File: src/rtl/spi_pkg.sv
// spi_pkg: shared types and constants for the SPI responder front end
package spi_pkg;
  localparam int SPI_DATA_WIDTH = 8;
  localparam logic [7:0] CMD_START = 8'h00;
  localparam logic [7:0] CMD_RUN = 8'hFF;
  typedef enum logic [1:0] {IDLE, LOAD, SHIFT, DONE} spi_state_t;
endpackage

File: src/rtl/spi_slave_if_if.sv
// spi_slave_if_if: SPI pins plus the byte-level rx/tx handshake of the responder
interface spi_slave_if_if
  import spi_pkg::*;
#(
  parameter int W = SPI_DATA_WIDTH
);
  logic SCK, SS, MOSI, MISO;
  logic [W-1:0] rx_data, tx_data;
  logic rx_valid, tx_load, tx_pending, frame_err;
  modport slave (
    input SCK, SS, MOSI, tx_data, tx_load,
    output MISO, rx_data, rx_valid, tx_pending, frame_err
  );
  modport master (
    output SCK, SS, MOSI, tx_data, tx_load,
    input MISO, rx_data, rx_valid, tx_pending, frame_err
  );
endinterface

File: src/rtl/spi_sync_edge.sv
// spi_sync_edge: multi-flop synchroniser with rise/fall detection on the last stage
module spi_sync_edge #(
  parameter int STAGES = 2,
  parameter logic RST_VAL = 1'b0
) (
  input  logic clk,
  input  logic n_rst,
  input  logic d_i,
  output logic q_o,
  output logic rise_o,
  output logic fall_o
);
  logic [STAGES-1:0] sync_q;
  logic [STAGES:0] vld_q;
  logic prev_q;
  always_ff @(posedge clk or negedge n_rst) begin
    if (!n_rst) begin
      sync_q <= {STAGES{RST_VAL}};
      prev_q <= RST_VAL;
      vld_q  <= '0;
    end else begin
      sync_q <= {sync_q[STAGES-2:0], d_i};
      prev_q <= sync_q[STAGES-1];
      vld_q  <= {vld_q[STAGES-1:0], 1'b1};
    end
  end
  assign q_o = sync_q[STAGES-1];
  // Edges are suppressed until the chain holds real samples, so a line that was
  // already active at reset release is not mistaken for a fresh transition.
  assign rise_o = vld_q[STAGES] & q_o & ~prev_q;
  assign fall_o = vld_q[STAGES] & ~q_o & prev_q;
endmodule

File: src/rtl/spi_slave_if.sv
// spi_slave_if: SPI responder - oversampled SCK/SS/MOSI, LSB-first rx/tx byte shifters
module spi_slave_if
  import spi_pkg::*;
#(
  parameter int SYNC_STAGES = 2,
  parameter int DATA_WIDTH = SPI_DATA_WIDTH,
  parameter logic [DATA_WIDTH-1:0] IDLE_FILL = '1
) (
  input logic clk,
  input logic n_rst,
  spi_slave_if_if.slave bus
);
  localparam int CW = $clog2(DATA_WIDTH);
  localparam logic [CW-1:0] LAST = CW'(DATA_WIDTH - 1);
  spi_state_t state_q, state_d;
  logic [CW-1:0] bit_cnt_q, bit_cnt_d;
  logic [DATA_WIDTH-1:0] rx_shift_q, rx_shift_d, tx_shift_q, tx_shift_d;
  logic [DATA_WIDTH-1:0] rx_data_q, rx_data_d, holding_q, holding_d;
  logic miso_q, miso_d, rx_valid_q, rx_valid_d, frame_err_q, frame_err_d, pending_q, pending_d;
  logic sck_s, sck_r, sck_f, ss_s, ss_r, ss_f, mosi_s, mosi_r, mosi_f;
  logic unused_sync;
  spi_sync_edge #(.STAGES(SYNC_STAGES), .RST_VAL(1'b0)) u_sck (
    .clk(clk), .n_rst(n_rst), .d_i(bus.SCK), .q_o(sck_s), .rise_o(sck_r), .fall_o(sck_f));
  spi_sync_edge #(.STAGES(SYNC_STAGES), .RST_VAL(1'b1)) u_ss (
    .clk(clk), .n_rst(n_rst), .d_i(bus.SS), .q_o(ss_s), .rise_o(ss_r), .fall_o(ss_f));
  spi_sync_edge #(.STAGES(SYNC_STAGES), .RST_VAL(1'b1)) u_mosi (
    .clk(clk), .n_rst(n_rst), .d_i(bus.MOSI), .q_o(mosi_s), .rise_o(mosi_r), .fall_o(mosi_f));
  assign unused_sync = ^{sck_s, ss_s, mosi_r, mosi_f};
  always_ff @(posedge clk or negedge n_rst) begin
    if (!n_rst) begin
      state_q     <= IDLE;
      bit_cnt_q   <= '0;
      rx_shift_q  <= '0;
      tx_shift_q  <= IDLE_FILL;
      rx_data_q   <= '0;
      holding_q   <= IDLE_FILL;
      miso_q      <= 1'b1;
      rx_valid_q  <= 1'b0;
      frame_err_q <= 1'b0;
      pending_q   <= 1'b0;
    end else begin
      state_q     <= state_d;
      bit_cnt_q   <= bit_cnt_d;
      rx_shift_q  <= rx_shift_d;
      tx_shift_q  <= tx_shift_d;
      rx_data_q   <= rx_data_d;
      holding_q   <= holding_d;
      miso_q      <= miso_d;
      rx_valid_q  <= rx_valid_d;
      frame_err_q <= frame_err_d;
      pending_q   <= pending_d;
    end
  end
  always_comb begin
    state_d     = state_q;
    bit_cnt_d   = bit_cnt_q;
    rx_shift_d  = rx_shift_q;
    tx_shift_d  = tx_shift_q;
    rx_data_d   = rx_data_q;
    miso_d      = miso_q;
    rx_valid_d  = 1'b0;
    frame_err_d = 1'b0;
    holding_d   = bus.tx_load ? bus.tx_data : holding_q;
    // A load landing in the LOAD cycle survives as the next pending byte.
    pending_d   = bus.tx_load | (pending_q & (state_q != LOAD));
    unique case (state_q)
      IDLE: begin
        miso_d  = 1'b1;
        state_d = ss_f ? LOAD : IDLE;
      end
      LOAD: begin
        tx_shift_d = pending_q ? holding_q : IDLE_FILL;
        miso_d     = tx_shift_d[0];
        bit_cnt_d  = '0;
        state_d    = SHIFT;
      end
      SHIFT: begin
        if (ss_r) begin
          frame_err_d = bit_cnt_q != '0;
          miso_d      = 1'b1;
          state_d     = IDLE;
        end else if (sck_r) begin
          rx_shift_d = {mosi_s, rx_shift_q[DATA_WIDTH-1:1]};
          bit_cnt_d  = (bit_cnt_q == LAST) ? bit_cnt_q : bit_cnt_q + 1'b1;
          state_d    = (bit_cnt_q == LAST) ? DONE : SHIFT;
        end else if (sck_f && bit_cnt_q != '0) begin
          tx_shift_d = {1'b1, tx_shift_q[DATA_WIDTH-1:1]};
          miso_d     = tx_shift_q[1];
        end
      end
      DONE: begin
        rx_data_d  = rx_shift_q;
        rx_valid_d = 1'b1;
        miso_d     = 1'b1;
        state_d    = IDLE;
      end
    endcase
  end
  assign bus.MISO       = miso_q;
  assign bus.rx_data    = rx_data_q;
  assign bus.rx_valid   = rx_valid_q;
  assign bus.tx_pending = pending_q;
  assign bus.frame_err  = frame_err_q;
endmodule

File: src/flat_wrapper.sv
// flat-port wrapper written by rule: the top's interface ports become plain ports
module spi_slave_if_flat import spi_pkg::*;
#(
  parameter int SYNC_STAGES = 2,
  parameter int DATA_WIDTH = SPI_DATA_WIDTH,
  parameter logic [DATA_WIDTH-1:0] IDLE_FILL = '1
)
  (clk, n_rst, bus_SCK, bus_SS, bus_MOSI, bus_tx_data, bus_tx_load, bus_MISO, bus_rx_data, bus_rx_valid, bus_tx_pending, bus_frame_err);
  spi_slave_if_if bus_i ();
  input logic clk;
  input logic n_rst;
  input wire logic [$bits(bus_i.SCK)-1:0] bus_SCK;
  input wire logic [$bits(bus_i.SS)-1:0] bus_SS;
  input wire logic [$bits(bus_i.MOSI)-1:0] bus_MOSI;
  input wire logic [$bits(bus_i.tx_data)-1:0] bus_tx_data;
  input wire logic [$bits(bus_i.tx_load)-1:0] bus_tx_load;
  output wire logic [$bits(bus_i.MISO)-1:0] bus_MISO;
  output wire logic [$bits(bus_i.rx_data)-1:0] bus_rx_data;
  output wire logic [$bits(bus_i.rx_valid)-1:0] bus_rx_valid;
  output wire logic [$bits(bus_i.tx_pending)-1:0] bus_tx_pending;
  output wire logic [$bits(bus_i.frame_err)-1:0] bus_frame_err;
  assign bus_i.SCK = bus_SCK;
  assign bus_i.SS = bus_SS;
  assign bus_i.MOSI = bus_MOSI;
  assign bus_i.tx_data = bus_tx_data;
  assign bus_i.tx_load = bus_tx_load;
  assign bus_MISO = bus_i.MISO;
  assign bus_rx_data = bus_i.rx_data;
  assign bus_rx_valid = bus_i.rx_valid;
  assign bus_tx_pending = bus_i.tx_pending;
  assign bus_frame_err = bus_i.frame_err;
  spi_slave_if #(.SYNC_STAGES(SYNC_STAGES), .DATA_WIDTH(DATA_WIDTH), .IDLE_FILL(IDLE_FILL)) u_core (.clk(clk), .n_rst(n_rst), .bus(bus_i));
endmodule
File: config.mk
export PLATFORM = sky130hd
export DESIGN_NAME = spi_slave_if_flat
export DESIGN_NICKNAME = d
export VERILOG_FILES = /design/src/rtl/spi_pkg.sv /design/src/rtl/spi_slave_if_if.sv /design/src/rtl/spi_sync_edge.sv /design/src/rtl/spi_slave_if.sv /design/src/flat_wrapper.sv
export SDC_FILE = /design/constraint.sdc
export NUM_CORES = 1
export LEC_CHECK = 0
export CAP_MARGIN = 20
export CORE_ASPECT_RATIO = 1.25
export CORE_UTILIZATION = 49
export DETAILED_ROUTE_END_ITERATION = 8
export PLACE_DENSITY_LB_ADDON = 0.08
export SYNTH_ARGS = -nofsm -noshare
export SYNTH_HDL_FRONTEND = slang
export SYNTH_SLANG_ARGS = --single-unit
File: constraint.sdc
create_clock -name clk -period 1.7 [get_ports clk]
set_input_delay 0.17 -clock clk [delete_from_list [all_inputs] [get_ports clk]]
set_output_delay 0.17 -clock clk [all_outputs]
set_load 0.02 [all_outputs]
==> key figures <==
Run status
  • Status: completed

Place
  • Post-DP HPWL: 2620 microns
  • DP Worst Slack: -0.00401 ns
  • DP Cell Count: 238
  • Routability cong.: 0.848
  • Port bufs: 25

Die
  • Core Rows: 26
  • Die Y: 75.7 microns
  • Starting density of the core: 0.515
  • Die Area: 4610 sq um
  • Area of the core: 4130 sq um
  • Die X: 60.9 microns
  • Io pins: 26

Synth
  • Synth warn: 0
  • Fraction of registers with async set/reset: 1.00
  • Synthesized flop and latch total: 51
  • Top cells by area, synth: dfrtp_1 35%, dfstp_2 26%, mux2_2 13%
  • Post-synth cell types: 32
  • Top-count cell post-synth: dfrtp_1
  • Mapped Cells: 150
  • Main flop type after synthesis: dfrtp_1
  • Post-synthesis sequential area ratio: 0.612
  • Synth top area share: 0.353
  • Syn_area_per_cell: 14.2 sq um
  • Top cells by count, synth: 30 x dfrtp_1, 25 x mux2_2, 21 x dfstp_2
  • Post-Syn Area: 2130 sq um
  • Post-synth EDFFs: 0
  • Post-synth top area cell: dfrtp_1
  • Post-Syn Nets: 172

Worst setup path
  • Max incr delay on CP: 0.57 ns
  • Worst endpoint required time: 1.93 ns
  • Crit-path max FO: 6
  • Critical path arrival: 1.88 ns
  • Critical path's slowest cell: dfstp_2
  • Crit start category: register
  • WS Path Type: register to register
  • Endpoint class of the critical path: register
  • Levels on crit path: 5
  • CP Buf/Inv Count: 2
  • R2R cell count: 5
  • Critical Path, Cell by Cell: nor2b_2 > buf_4 > o41ai_4 > buf_6 > mux2i_1
  • Top Family by Delay on Critical Path: flip-flops

Timing
  • Final setup vio count: 0
  • Final hold vios: 0
  • Fmax: 606 MHz
  • Clk_skew: 0.00512 ns
  • Sum Neg Setup Slack: 0 ns
  • Max Slew Vio Count: 0
  • Period utilisation layout: 0.970
  • Min Tclk post-route: 1.65 ns
  • Final hold slack: 0.264 ns
  • Setup WS post-layout: 0.0509 ns
  • RSZ-0062 raised after global routing: true

Worst hold path
  • Min-Delay Path Class: input port to register
  • Worst hold stages: 1

Pwr
  • Leakage: 1.18 nW
  • Peak supply drop: 0.715 mV
  • Total power per unit cell area: 1310 nW/um^2

Final layout
  • Area delta synth->final: 25.6%
  • Final Non-Filler Cells: 248
  • Share of cells above drive strength 1: 0.401
  • Final #Nets: 213
  • Ant diodes: 0

Drt
  • Starting DRT DRC Count: 51
  • DRT antenna net count: 0
  • DRC violations left: 0
  • Via count: 1279
  • Routed WL: 3590 microns
  • Vias per cell: 5.16
  • First drt pass iteration count: 5
  • Drt wl/cell: 14.5 microns

Clocking
  • CTS tree: built
  • Maximum clock path buffer count: 2
  • Clk sink count: 51
  • Total CTS buffers: 5
  • Reg clk slew, reported paths: 0.09 ns
  • Root Buffer: clkbuf_8
  • CTS H-tree depth: 2
  • Worst skew pair latency: 0.30 ns

Global route
  • Total track usage: 0.178
  • Largest net degree at the start of global routing: 23
  • Vias in the first global route: 1377
  • Initial antenna violation count: 0
  • Gr ovfl total: 0
  • Global-route wire length before repair: 5980 microns

Flow run
  • Max-Cap Viols: 0
==> where the power goes <==
part | internal (mW) | leakage [nW] | switching (mW)
logic | 0.506 | 0.498 | 0.495
clock network | 0.484 | 0.0618 | 0.390
registers | 1.50 | 0.619 | 0.128
total | 2.49 | 1.18 | 1.01
==> path summary, 6_finish.rpt <==
path	start	endpoint	slack [ns]
max in group asynchronous	n_rst	u_core.holding_q[0]	0.68
setup / recovery	u_core.u_ss.prev_q	u_core.tx_shift_q[4]	0.05
setup reg to reg	u_core.u_ss.prev_q	u_core.tx_shift_q[4]	0.05
min in group asynchronous	n_rst	u_core.u_sck.vld_q[0]	0.35
hold / removal	bus_SS	u_core.u_ss.sync_q[0]	0.26
hold reg to reg	u_core.u_sck.vld_q[0]	u_core.u_sck.vld_q[1]	0.36
==> logic make-up after synthesis <==
kind of cell	Yosys count	share of synthesized area
DFF	51	0.612
AOI/OAI and AO/OA	15	0.0635
other	1	0.00176
and+or+nand+nor	23	0.0665
adders and majority gates	8	0.0471
buffers and inverters	18	0.0318
muxes	34	0.177
==> registers in the layout, indices dropped and copies added (netlist names) <==
| signal | count |
|---|---|
| u_core.bus.rx_data | 8 |
| u_core.holding_q | 8 |
| u_core.rx_shift_q | 8 |
| u_core.tx_shift_q | 7 |
| u_core.bit_cnt_q | 3 |
| u_core.u_sck.vld_q | 3 |
| u_core.state_q | 2 |
| u_core.u_mosi.sync_q | 2 |
| u_core.u_sck.sync_q | 2 |
| u_core.u_ss.sync_q | 2 |
| u_core.bus.MISO | 1 |
| u_core.bus.frame_err | 1 |
| u_core.bus.rx_valid | 1 |
| u_core.bus.tx_pending | 1 |
| u_core.u_sck.prev_q | 1 |
| u_core.u_ss.prev_q | 1 |
==> routing by layer <==
layer | global-route usage | part of all wire | vias to the layer above
met5 | 0 | 0 | -
met4 | 0.0732 | 0.017 | 0
li1 | - | - | 599
met3 | 0.0424 | 0.040 | 8
met1 | 0.212 | 0.43 | 636
met2 | 0.309 | 0.52 | 36
==> metrics by stage <==
stage,total power [mW],utilization,instance area (sq um)
2_1_floorplan,2.25,-,2130
3_3_place_gp,2.55,0.607,2510
3_5_place_dp,2.61,0.607,2510
4_1_cts,3.51,0.641,2650
5_1_grt,3.68,0.647,2670
6_report,3.50,0.647,2670
==> timing repair <==
item / CTS / global route
buffers inserted: 1 / 0
pin swaps: 1 / 0
endpoints found under the setup margin: 4 / 15
hold buffers: 1 / 0
endpoints found under the hold margin: 11 / 0
resized for setup: 0 / 8
==> placed cells by master, fill, tap and decap left out, drive strengths merged, types with 3 or more instances in the layout <==
cell and instances:
dfstp 21, clkdlybuf4s50 24, ha 8, clkbuf 6, inv 16, dfrtp 30
o22ai 5, buf 12, nand2b 4, mux2 26, nor2 3, mux2i 8
nand2 5
==> cell type report <==
cell class                 instances  area (sq um)
sequential                        51          1300
multi-input combinational         81           777
fill                             346          1460
clock inverter                     2          38.8
inverter                          15          56.3
clock buffer                       6          82.6
tap                               56          70.1
timing repair buffer              37           345
(Power assumes the default switching activity.)
